File: config.mk
export PLATFORM = sky130hd
export DESIGN_NAME = full_adder
export DESIGN_NICKNAME = d
export VERILOG_FILES = /design/src/rtl/full_adder.sv
export SDC_FILE = /design/constraint.sdc
export NUM_CORES = 1
export LEC_CHECK = 0
export ABC_CLOCK_PERIOD_IN_PS = 1250
export CAP_MARGIN = 40
export CELL_PAD_IN_SITES_DETAIL_PLACEMENT = 0
export CELL_PAD_IN_SITES_GLOBAL_PLACEMENT = 1
export CORE_AREA = 4 4 41 43
export CTS_CLUSTER_SIZE = 20
export DETAILED_ROUTE_END_ITERATION = 10
export DIE_AREA = 0 0 45 47
export GPL_TIMING_DRIVEN = 0
export PLACE_DENSITY_LB_ADDON = 0.1
export SETUP_SLACK_MARGIN = 0.02
export SLEW_MARGIN = 10
export SYNTH_ARGS = -nofsm -noshare
export SYNTH_HDL_FRONTEND = slang
export SYNTH_SLANG_ARGS = --single-unit
File: constraint.sdc
create_clock -name clk -period 1.25 [get_ports clk]
set_input_delay 0.25 -clock clk [delete_from_list [all_inputs] [get_ports clk]]
set_output_delay 0.25 -clock clk [all_outputs]
set_load 0.01 [all_outputs]
File: src/rtl/full_adder.sv
// One-bit full adder with a registered capture stage and a bit-serial
// (LSB-first) adder that keeps its carry between clock cycles.
module full_adder #(
    parameter logic SER_CARRY_INIT = 1'b0
) (
    input  logic clk,
    input  logic rst_n,
    input  logic a,
    input  logic b,
    input  logic cin,
    output logic sum,
    output logic carry,
    input  logic cap_en,
    output logic sum_q,
    output logic carry_q,
    output logic valid_q,
    input  logic ser_en,
    input  logic ser_clr,
    output logic ser_sum,
    output logic ser_c
);

    logic ser_carry_next;

    assign sum     = a ^ b ^ cin;
    assign carry   = (a & b) | (a & cin) | (b & cin);

    // The serial path adds a and b against its own stored carry; cin is not used here.
    assign ser_sum        = a ^ b ^ ser_c;
    assign ser_carry_next = (a & b) | (a & ser_c) | (b & ser_c);

    always_ff @(posedge clk or negedge rst_n) begin
        if (!rst_n) begin
            sum_q   <= 1'b0;
            carry_q <= 1'b0;
            valid_q <= 1'b0;
        end else begin
            valid_q <= cap_en;
            if (cap_en) begin
                sum_q   <= sum;
                carry_q <= carry;
            end
        end
    end

    // A clear takes priority over an enabled serial step.
    always_ff @(posedge clk or negedge rst_n) begin
        if (!rst_n) begin
            ser_c <= SER_CARRY_INIT;
        end else if (ser_clr) begin
            ser_c <= SER_CARRY_INIT;
        end else if (ser_en) begin
            ser_c <= ser_carry_next;
        end
    end

endmodule

Word level (Yosys, flattened, before mapping)
Index checks and enable logic that the tools add are counted.
{"block": "classes", "n_mux": 2, "bitwise": 12, "n_reduce_logical": 1}
{"cell": "bitwise AND 1 bit", "n": 5}
{"cell": "bitwise OR 1 bit", "n": 4}
{"cell": "bitwise XOR 1 bit", "n": 3}
{"cell": "two-way mux 1 bit", "n": 2}
{"cell": "nonzero test 2 bit", "n": 1}
{"block": "word_totals", "ff_bits": 4, "input_bits": 8, "output_inout_bits": 7}

Longest topological paths before layout
{"block": "logic_depth", "ltp_word": 5, "depth_mapped": 3}

Least setup slack after synthesis
No wires, ideal clock.
{"block": "synth_timing", "path_kind": "register to output", "startpoint": "reg ser_c", "endpoint": "out ser_sum", "arrival_ns": 0.948, "t_required_ns": 1.000, "slack_ns": 0.052, "path_stages_with_launch": 2, "n_path_buf": 0, "path_cell_list": "dfrtp_1 fa_1"}
{"block": "synth_via", "elab_chain_cells": 1}
{"element": "start, declared", "line": "20", "rtl": "output logic ser_c"}
{"element": "start signal, assigned", "line": "53", "rtl": "ser_c <= ser_carry_next;"}
{"element": "bitwise XOR 1 bit", "line": "29", "rtl": "assign ser_sum = a ^ b ^ ser_c;"}
{"element": "end, declared", "line": "19", "rtl": "output logic ser_sum,"}
Every way passes these cells.

Final worst setup path
Ends and elaborated chain as after synthesis.

==> flow_summary.ini <==
[status]
outcome = finished with violations
violations = negative setup slack

[sta]
relSlewSlack = 0.8746
hold_viol_final = 0
period_share = 1.172
fmax_mhz = 682.6
clock_skew_ps = 0
fin_crit_ps = 1465
slew_violations = 0
rsz0062_at_grt = true
tightest_slew_ps = 187.6
setup_violations = 2
finalWorstSetupSlack_ps = -215.0

[worst_setup_path]
max_stage_delay_ps = 470
worstSetupStartpoint = ser_c$_DFFE_PN0P_
start_kind = flip-flop
crit_arrival_ps = 1210
crit_slowest_cell = fa_1
reg2reg_to = ser_c$_DFFE_PN0P_
critPathBufInv = 1
crit_path_cell_trace = fa_1 > buf_2
crit_path_end_kind = primary output
r2r_cells = 3
path_delay_family = adder cells
reg2reg_from = ser_c$_DFFE_PN0P_
required_ps = 1000
regToRegSetupSlack_ps = 190
critical_path_class = flip-flop to primary output
crit_fanout = 2

[final_layout]
insertedDiodeCount = 0
nets = 41
fill_cells = 148
utilization = 0.2683
syn2layout_area_growth_pct = 97.87
drive_gt1_frac = 0.5172
final_area_um2 = 349.1

[pwr]
seq_power_share = 0.357
power_leakage_uw = 0.0001675
ir_drop_mv = 0.4810
power.density_nw_per_um2 = 1202
switching_share = 0.2387
p_int_uw = 319.5
pwr-share-clk = 0.369
combPwrFrac = 0.275
switching_power_uw = 100.2

[detailed_routing]
drt_iter0_drc = 0
postRouteAntennaNets = 0
drt_wl_total_um = 497
dr.pass1.iters = 1
vias = 158
avgRoutedWirePerCell_um = 11.30
drc = 0
via_per_inst = 3.591

[logic_synthesis]
yosys-top-cells-area = dfrtp_1, fa_1, mux2_2
synth.top_cell.area_share = 0.5674
synth_edf_count = 0
synth_fp_nets = 20
synth.top_cells.by_count = dfrtp_1, fa_1, mux2_2, mux2i_1, nor2_1
syn_inst = 10
netlist_area_um2 = 176.4
yosys.area.top_type = dfrtp_1
synth_warnings = 0
synth_cell_types = 5
yosysMostFrequentCell = dfrtp_1
synth-seq-cells = 4
async_flop_share = 1.000
syn_avg_cell_area_um2 = 17.64
ys_seq_area_frac = 0.5674
synthFlopType = dfrtp_1

[global_routing]
grt_max_degree = 5
grt-ovfl-total = 0
grt_usage = 0.05882
grt_pass1_wl_um = 772
grt_antenna_before_repair = 0
grt_pass1_vias = 160

[placement]
gp_congestion = 0.7082
placed_area_um2 = 335.3
pre_cts_slack_ps = -845.8
port_buffers = 14

[worst_hold_path]
hp-class = primary input to async pin

[floorplanning]
fp.dieArea_um2 = 2115
io_pins = 15
rows = 13
dieHeight_um = 47
core_um2 = 1301
fp.dieW_um = 45
initial_core_util = 0.1356

[clock_network]
root_buffer = clkbuf_4
clkLatencyLatePin_ps = 230
postCtsHoldBufs = 0
cts_tree = built
clk_pin_slew_ps = 40
cts_sinks = 4
h-tree-depth = 1
ctsLongestPathBuffers = 2
cts_made_buffers = 3

[flow_run]
drv_cap = 0
## how the worst max path moves through the flow
stage / endpoint / slack, ps / cells after the start
finish: ser_sum / -210 / 2
CTS: ser_sum / -230 / 2
detailed placement: sum / -850 / 3
floorplan: ser_sum / 50 / 1
global placement: sum / -870 / 3
global route: ser_sum / -250 / 2
## cells by family (layout without fill, tap and decap cells)
group / Yosys count / after routing / synth area share
DFF: 4 / 4 / 0.5674
adders and majority gates: 2 / 2 / 0.2270
buffers and inverters: 0 / 19 / 0
muxes: 3 / 3 / 0.1844
and+or+nand+nor: 1 / 1 / 0.02126
## per-layer routing
layer	vias up	track usage	routed length, um
met3	0	0.08046	116
met4	0	0.01754	0
met1	70	0.06250	219
met2	14	0.06497	161
met5	-	0	0
li1	74	-	-
## layout by cell type (no fill, tap or decap), drive strengths merged
cell type      synthesis  routed
buf                    0       9
dfrtp                  4       4
clkdlybuf4s50          0       4
clkbuf                 0       3
dlygate4sd2            0       3
mux2                   2       2
fa                     2       2
mux2i                  1       1
nor2                   1       1
## stage by stage
stage | TNS [ps] | std cells | hold slack [ps] | total power [uW]
detailed placement | -3330 | 39 | 475.0 | 276.0
global route | -336.7 | 44 | 234.1 | 450.2
finish | -276.6 | 44 | 223.8 | 419.7
global placement | -3427 | 39 | 477.3 | 276.8
CTS | -380.8 | 43 | 222.9 | 423.2
floorplan | 0 | 10 | -45.59 | 192.3
## state kept, by name, indices dropped and copies added (netlist names)
signal   cells
carry_q      1
ser_c        1
sum_q        1
valid_q      1
## cell type report
type                    instances  area [um^2]  share of cell area
multi-input cells               6        78.83              0.2258
clock buffers                   3        22.52             0.06452
flip-flops and latches          4        100.1              0.2867
repair buffers                 16        128.9              0.3692
well taps                      15        18.77             0.05376
## timing repair
action,CTS,global route
resized for setup,29,5
endpoints found under the setup margin,10,3
pin swaps,1,1
buffers inserted,1,1
cloned,0,0
## power groups by stage
stage               Sequential [uW]  Combinational (uW)  Clock [uW]
global route                    151                 126         173
finish                          150                 115         155
detailed placement              152                 124           0
CTS                             150                 107         166
floorplan                       159                33.0           0
global placement                152                 124           0
Power figures use the tool's default switching activity.
